--- src/rtl/controle_jogo_param.sv ---
// Game controller for a memory ("genius"-style) sequence game.
// Plays the note sequence for the current round, collects the player's
// moves, counts errors (lives) and reports win/loss.
// Optional move timeout: define TIMEOUT_JOGADA_EN to limit each move to
// T_JOGADA cycles; without it the controller waits indefinitely for a move.
module controle_jogo_param #(
  parameter int N_RODADAS = 16,
  parameter int MAX_ERROS = 3,
  parameter int T_NOTA    = 50000000,
  parameter int T_JOGADA  = 250000000
) (
  input  logic                         clock,
  input  logic                         reset,
  input  logic                         jogar,
  input  logic                         treinamento,
  input  logic                         tem_jogada,
  input  logic                         tem_botao_pressionado,
  input  logic                         botoesIgualMemoria,
  output logic [$clog2(N_RODADAS)-1:0] endereco,
  output logic [$clog2(N_RODADAS)-1:0] rodada,
  output logic [3:0]                   erros,
  output logic                         mostraJ,
  output logic                         mostraB,
  output logic                         enable_registrador_botoes,
  output logic                         serrou,
  output logic                         rodada_ok,
  output logic                         timeout,
  output logic                         pronto,
  output logic                         acertou,
  output logic                         perdeu,
  output logic [4:0]                   db_estado
);

  localparam int AW    = $clog2(N_RODADAS);
  localparam int T_MAX = (T_NOTA > T_JOGADA) ? T_NOTA : T_JOGADA;
  localparam int TW    = $clog2(T_MAX + 1);

  localparam logic [AW-1:0] ULTIMA   = AW'(N_RODADAS - 1);
  localparam logic [4:0]    ERROS_FIM = 5'(MAX_ERROS);

  typedef enum logic [4:0] {
    INICIAL       = 5'h00,
    PREPARA       = 5'h01,
    PROX_RODADA   = 5'h02,
    ESPERA_JOGADA = 5'h03,
    REGISTRA      = 5'h04,
    COMPARA       = 5'h05,
    PROXIMO       = 5'h06,
    TOCA_NOTA     = 5'h07,
    FIM_ACERTOU   = 5'h0A,
    FIM_RODADA    = 5'h0B,
    FIM_PERDEU    = 5'h0D,
    ERROU         = 5'h0E,
    ESPERA_SOLTAR = 5'h12,
    TREINO        = 5'h16
  } estado_t;

  estado_t         estado_q, estado_d;
  logic [AW-1:0]   endereco_q, endereco_d;
  logic [AW-1:0]   rodada_q, rodada_d;
  logic [3:0]      erros_q, erros_d;
  logic [TW-1:0]   timer_q, timer_d;
  logic            limpa_timer;
  logic            conta_timer;
  logic            nota_fim;
  logic [4:0]      erros_mais_um;

  assign nota_fim      = (timer_q == TW'(T_NOTA - 1));
  assign erros_mais_um = {1'b0, erros_q} + 5'd1;

`ifdef TIMEOUT_JOGADA_EN
  logic jogada_fim;
  assign jogada_fim = (timer_q == TW'(T_JOGADA - 1));
`endif

  // State and counter registers; reset forces the idle state asynchronously.
  always_ff @(posedge clock or posedge reset) begin
    if (reset) begin
      estado_q   <= INICIAL;
      endereco_q <= '0;
      rodada_q   <= '0;
      erros_q    <= '0;
      timer_q    <= '0;
    end else begin
      estado_q   <= estado_d;
      endereco_q <= endereco_d;
      rodada_q   <= rodada_d;
      erros_q    <= erros_d;
      timer_q    <= timer_d;
    end
  end

  // Next-state and counter updates; the timer restarts on every state change.
  always_comb begin
    estado_d    = estado_q;
    endereco_d  = endereco_q;
    rodada_d    = rodada_q;
    erros_d     = erros_q;
    limpa_timer = 1'b0;
    conta_timer = 1'b0;
    timer_d     = timer_q;
    case (estado_q)
      INICIAL: if (jogar) estado_d = PREPARA;
      PREPARA: begin
        endereco_d  = '0;
        rodada_d    = '0;
        erros_d     = '0;
        limpa_timer = 1'b1;
        estado_d    = treinamento ? TREINO : TOCA_NOTA;
      end
      TOCA_NOTA: begin
        conta_timer = 1'b1;
        if (nota_fim) begin
          limpa_timer = 1'b1;
          if (endereco_q == rodada_q) begin
            endereco_d = '0;
            estado_d   = ESPERA_JOGADA;
          end else begin
            endereco_d = endereco_q + 1'b1;
          end
        end
      end
      ESPERA_JOGADA: begin
        if (tem_jogada) estado_d = REGISTRA;
`ifdef TIMEOUT_JOGADA_EN
        else if (jogada_fim) estado_d = ERROU;
        conta_timer = 1'b1;
`endif
      end
      REGISTRA: estado_d = ESPERA_SOLTAR;
      ESPERA_SOLTAR: if (!tem_botao_pressionado) estado_d = COMPARA;
      COMPARA: begin
        if (!botoesIgualMemoria)         estado_d = ERROU;
        else if (endereco_q == rodada_q) estado_d = FIM_RODADA;
        else                             estado_d = PROXIMO;
      end
      PROXIMO: begin
        if (endereco_q != rodada_q) endereco_d = endereco_q + 1'b1;
        limpa_timer = 1'b1;
        estado_d    = ESPERA_JOGADA;
      end
      ERROU: begin
        if (erros_q != 4'd15) erros_d = erros_q + 1'b1;
        if (erros_mais_um == ERROS_FIM) begin
          estado_d = FIM_PERDEU;
        end else begin
          endereco_d  = '0;
          limpa_timer = 1'b1;
          estado_d    = TOCA_NOTA;
        end
      end
      FIM_RODADA: begin
        conta_timer = 1'b1;
        if (nota_fim) estado_d = (rodada_q == ULTIMA) ? FIM_ACERTOU : PROX_RODADA;
      end
      PROX_RODADA: begin
        if (rodada_q != ULTIMA) rodada_d = rodada_q + 1'b1;
        endereco_d  = '0;
        limpa_timer = 1'b1;
        estado_d    = TOCA_NOTA;
      end
      FIM_ACERTOU, FIM_PERDEU: if (jogar) estado_d = PREPARA;
      TREINO: if (!treinamento) estado_d = INICIAL;
      default: estado_d = INICIAL;
    endcase
    if (limpa_timer || (estado_d != estado_q)) timer_d = '0;
    else if (conta_timer)                      timer_d = timer_q + 1'b1;
  end

  // Moore output decode from the registered state and counters.
  always_comb begin
    mostraJ                   = 1'b0;
    mostraB                   = 1'b0;
    enable_registrador_botoes = 1'b0;
    serrou                    = 1'b0;
    rodada_ok                 = 1'b0;
    timeout                   = 1'b0;
    pronto                    = 1'b0;
    acertou                   = 1'b0;
    perdeu                    = 1'b0;
    case (estado_q)
      TOCA_NOTA: mostraJ = 1'b1;
      ESPERA_JOGADA: begin
        mostraB = 1'b1;
`ifdef TIMEOUT_JOGADA_EN
        timeout = jogada_fim;
`endif
      end
      REGISTRA: enable_registrador_botoes = 1'b1;
      ERROU: serrou = 1'b1;
      FIM_RODADA: begin
        mostraB   = 1'b1;
        rodada_ok = (timer_q == '0);
      end
      FIM_ACERTOU: begin
        pronto  = 1'b1;
        acertou = 1'b1;
      end
      FIM_PERDEU: begin
        pronto = 1'b1;
        perdeu = 1'b1;
      end
      TREINO: mostraB = 1'b1;
      default: ;
    endcase
  end

  assign endereco  = endereco_q;
  assign rodada    = rodada_q;
  assign erros     = erros_q;
  assign db_estado = estado_q;

endmodule
--- config.mk ---
export PLATFORM = sky130hd
export DESIGN_NAME = controle_jogo_param
export DESIGN_NICKNAME = d
export VERILOG_FILES = /design/src/rtl/controle_jogo_param.sv
export SDC_FILE = /design/constraint.sdc
export NUM_CORES = 1
export LEC_CHECK = 0
export BUFFER_PORTS_ARGS = -buffer_cell sky130_fd_sc_hd__buf_4
export CAP_MARGIN = 20
export CELL_PAD_IN_SITES_DETAIL_PLACEMENT = 0
export CELL_PAD_IN_SITES_GLOBAL_PLACEMENT = 1
export CORE_MARGIN = 3
export CORE_UTILIZATION = 35
export CTS_BUF_LIST = sky130_fd_sc_hd__clkbuf_8
export CTS_CLUSTER_DIAMETER = 40
export CTS_CLUSTER_SIZE = 12
export DETAILED_ROUTE_END_ITERATION = 12
export PLACE_DENSITY_LB_ADDON = 0.1
export SKIP_CTS_REPAIR_TIMING = 1
export SLEW_MARGIN = 20
export SYNTH_ARGS = -nofsm -noshare
export SYNTH_HDL_FRONTEND = slang
export SYNTH_SLANG_ARGS = --single-unit
export TNS_END_PERCENT = 10
--- constraint.sdc ---
create_clock -name clock -period 2.55 [get_ports clock]
set_clock_uncertainty 0.1 [all_clocks]
set_input_delay 0.1275 -clock clock [delete_from_list [all_inputs] [get_ports clock]]
set_output_delay 0.1275 -clock clock [all_outputs]
set_load 0.05 [all_outputs]
==> results by group <==
Drt
  – Initial DRC count: 130
  – Post-detailed-route count of antenna-violating nets: 0
  – First-pass DRT Iterations: 4
  – Final wirelength: approximately 8.6 mm
  – Vias post-DR: 2,852
  – Drt wl/cell: 16.0 um
  – Via/cell ratio: 5.34
  – # DRC: 0

Placed design
  – IO buf count: 31
  – Routability cong.: 0.799
  – Detailed-placement wirelength estimate: 6.24 mm
  – Placed Area: 3770 um^2
  – Placed Cells: 518
  – Worst slack, placed: 0.116 ns

CTS
  – CTS tree: done
  – Clock tree buffer depth: 2
  – Cts bufs inserted: 5
  – Worst-path clk slew: 0.10 ns
  – H-tree Lvls: 2
  – Clock sinks: 45
  – CTS root buf: clkbuf_8
  – Clock Latency Late Sink: 0.30 ns

Power
  – Combinational share of power: 65.9%
  – Cell Int Power: 2.58 mW
  – IR drop worst, VDD: 0.610 mV
  – Sw Ratio: 47.1%
  – Sequential share of power: 20.4%
  – Pwr/cell area: about 1200 nW/um^2
  – Switching Power: 2.30 mW
  – Clk pwr share: 13.7%
  – Final Power: 4.87 mW
  – Leak pwr: 1.79 nW

Synth
  – Synth Area per Inst: 8.96 um^2
  – Distinct cells, synth: 59
  – Register area share after synthesis: 35.3%
  – Synthesized area: between 3000 and 4000 um^2
  – Ranking of synthesized cells by area: dfrtp_1 35%, nor3_2 6.3%, xor2_1 6.0%
  – Mapped Cells: 356
  – Top cell type's share of synthesized area: 35.3%
  – Synth Register Bits: between 40 and 50
  – Synth warn: 0
  – Net Count, Synth: 369
  – Cell taking the most area after synthesis: dfrtp_1

STA
  – Slew headroom: 63.0%
  – Setup ws final: 0.0218 ns
  – Final Cycle Share: 99.1%
  – Setup TNS: 0 ns
  – Worst Max-Slew Pin Slew: 0.541 ns
  – Highest Clock Rate: roughly 0.4 GHz
  – Final worst path period need: 2.53 ns
  – Final setup vio count: 0
  – WHS: between 0.06 and 0.07 ns
  – Final Max Slew Viols: 0
  – Final hold violation count: 0

Setup path
  – Crit-path max FO: 11
  – Worst Path Buf+Inv: 1
  – Worst Path Required: roughly 2.3 ns
  – Slowest stage delay, CP: 0.50 ns
  – CP arrival: 2.30 ns
  – Critical path class: flop to output pin
  – Crit-path cells: nand2b_1, nor2_1, nand3_2, or4_1, nor3_2, buf_6
  – Worst Setup End Kind: output pin
  – Largest delay share family, worst path: simple AND/OR/NAND/NOR gates
  – CP Launch Type: flop
  – Slowest CP cell: dfrtp_2

Cells and area
  – # nets final: approximately 440
  – Synthesis-to-finish area growth: 26.9%
  – Final core utilization: 46.0%
  – Final Cell Area: about 4000 um^2
  – Layout cell share with drive strength beyond 1: 31.7%
  – Fin cells: 534
  – Diodes inserted: 0

Floorplanning
  – Die X: 101 um
  – Row count: 34
  – Ports: 33
  – Starting Density: between 30% and 40%
  – Core area: 8810 um^2
  – Die ar.: between 10,000 and 15,000 um^2
  – DIE HEIGHT: 101 um

Global routing
  – Global-route wire length before repair: 13.9 mm
  – GR Overflow Total: 0
  – Initial antenna violation count: 0
  – Largest net degree at the start of global routing: 29
  – Number of global-route vias before repair: 2,699
  – GRT Util Overall: around 17%

Outcome
  – Status: finished clean

Run
  – Number of max-cap violations: 0

Min path
  – HP Class: primary input to flop
synthesized netlist by cell type, drive strengths merged:
library cell / n
nand2b: 7
and4: 5
and4bb: 1
buf: 9
a21boi: 1
o21ai: 20
o2bb2ai: 2
a211oi: 2
a21oi: 8
or3: 4
and2: 2
a22oi: 1
mux2i: 3
conb: 1
o31ai: 3
and3: 9
nand2: 30
clkbuf: 9
nand4: 9
nor4b: 1
dfrtp: 45
a31oi: 4
ha: 6
inv: 16
or2: 2
a211o: 1
o311ai: 2
or4: 2
nor4: 10
a2111oi: 1
nor3: 33
a21o: 5
mux2: 1
xnor2: 13
nand3: 22
nand3b: 4
nor2: 34
xor2: 22
nor2b: 5
a221o: 1
final timing paths:
| path | from | end | slack, ns | cells past startpoint |
|---|---|---|---|---|
| hold / removal | treinamento | db_estado[2] | 0.07 | 4 |
| min in group asynchronous | reset | endereco[3] | 0.27 | 3 |
| hold reg to reg | endereco[3] | endereco[3] | 0.47 | 1 |
| setup / recovery | db_estado[4] | rodada_ok | 0.02 | 6 |
| setup reg to reg | endereco[0] | timer_q[27] | 0.16 | 10 |
| max in group asynchronous | reset | db_estado[4] | 1.34 | 4 |
worst reg2reg max path, cell delays in order, from the launching register on:
cell and delay [ns]:
dfrtp_1 0.45, xor2_1 0.22, nor4_2 0.07, buf_4 0.16
o21ai_0 0.22, o311ai_0 0.22, a211oi_1 0.23, buf_4 0.16
nand3_4 0.12, buf_12 0.18, nor3_1 0.19
power groups by stage:
stage | Combinational [mW] | Sequential (mW) | Clock (mW)
final | 3.21 | 0.995 | 0.667
after detailed placement | 3.10 | 1.00 | 0
after global routing | 3.46 | 1.02 | 0.712
after CTS | 3.11 | 0.989 | 0.690
after floorplan | 1.82 | 1.23 | 0
after global placement | 3.11 | 1.01 | 0
layout by cell type (no fill, tap or decap), types with 2 or more instances in the layout:
master and instances:
a21o_1 5, a21oi_1 8, a31oi_1 4, and2_1 2
and3_1 7, and4_1 3, and4_4 2, buf_12 4
buf_4 71, buf_6 2, bufinv_16 2, clkbuf_16 2
clkbuf_8 5, dfrtp_1 42, dfrtp_2 3, ha_1 5
inv_1 15, mux2i_1 3, nand2_1 29, nand2b_1 7
nand3_1 19, nand3_2 2, nand3b_1 4, nand4_1 9
nor2_1 33, nor2b_1 5, nor3_1 11, nor3_2 22
nor4_1 5, nor4_2 4, o21ai_0 19, o2bb2ai_1 2
o31ai_1 2, or3_1 3, xnor2_1 13, xor2_1 22
layout make-up:
cell class | instances | area, um^2
well taps | 108 | 135
clock inverters | 3 | 68.8
repair buffers | 80 | 696
flip-flops and latches | 45 | 1130
multi-input cells | 277 | 1890
clock buffers | 5 | 68.8
fillers | 859 | 4760
inverters | 16 | 60.1
logic make-up (layout without fill, tap and decap cells):
| kind of cell | Yosys count | count (layout) | share of synthesized area (%) |
|---|---|---|---|
| AOI/OAI and AO/OA | 51 | 51 | 10.5 |
| xor gates and xnor gates | 35 | 35 | 9.61 |
| buffers and inverters | 34 | 104 | 6.71 |
| and+or+nand+nor | 180 | 180 | 34.1 |
| muxes | 4 | 4 | 1.29 |
| DFF | 45 | 45 | 35.3 |
| adders and majority gates | 6 | 6 | 2.35 |
| other | 1 | 1 | 0.118 |
registers in the layout, summed over array words and instances, names as in the netlist:
| register | count |
|---|---|
| rodada | 4 |
| endereco | 4 |
| erros | 4 |
| timer_q | 28 |
| db_estado | 5 |
per-layer routing:
metal	wire, um	vias up	GRT usage [%]
met5	0	-	0
li1	-	1393	-
met1	4230	1374	25.6
met3	427	9	3.17
met4	86	0	3.99
met2	3820	76	24.8
No activity file was read; power rests on OpenSTA's default activity.
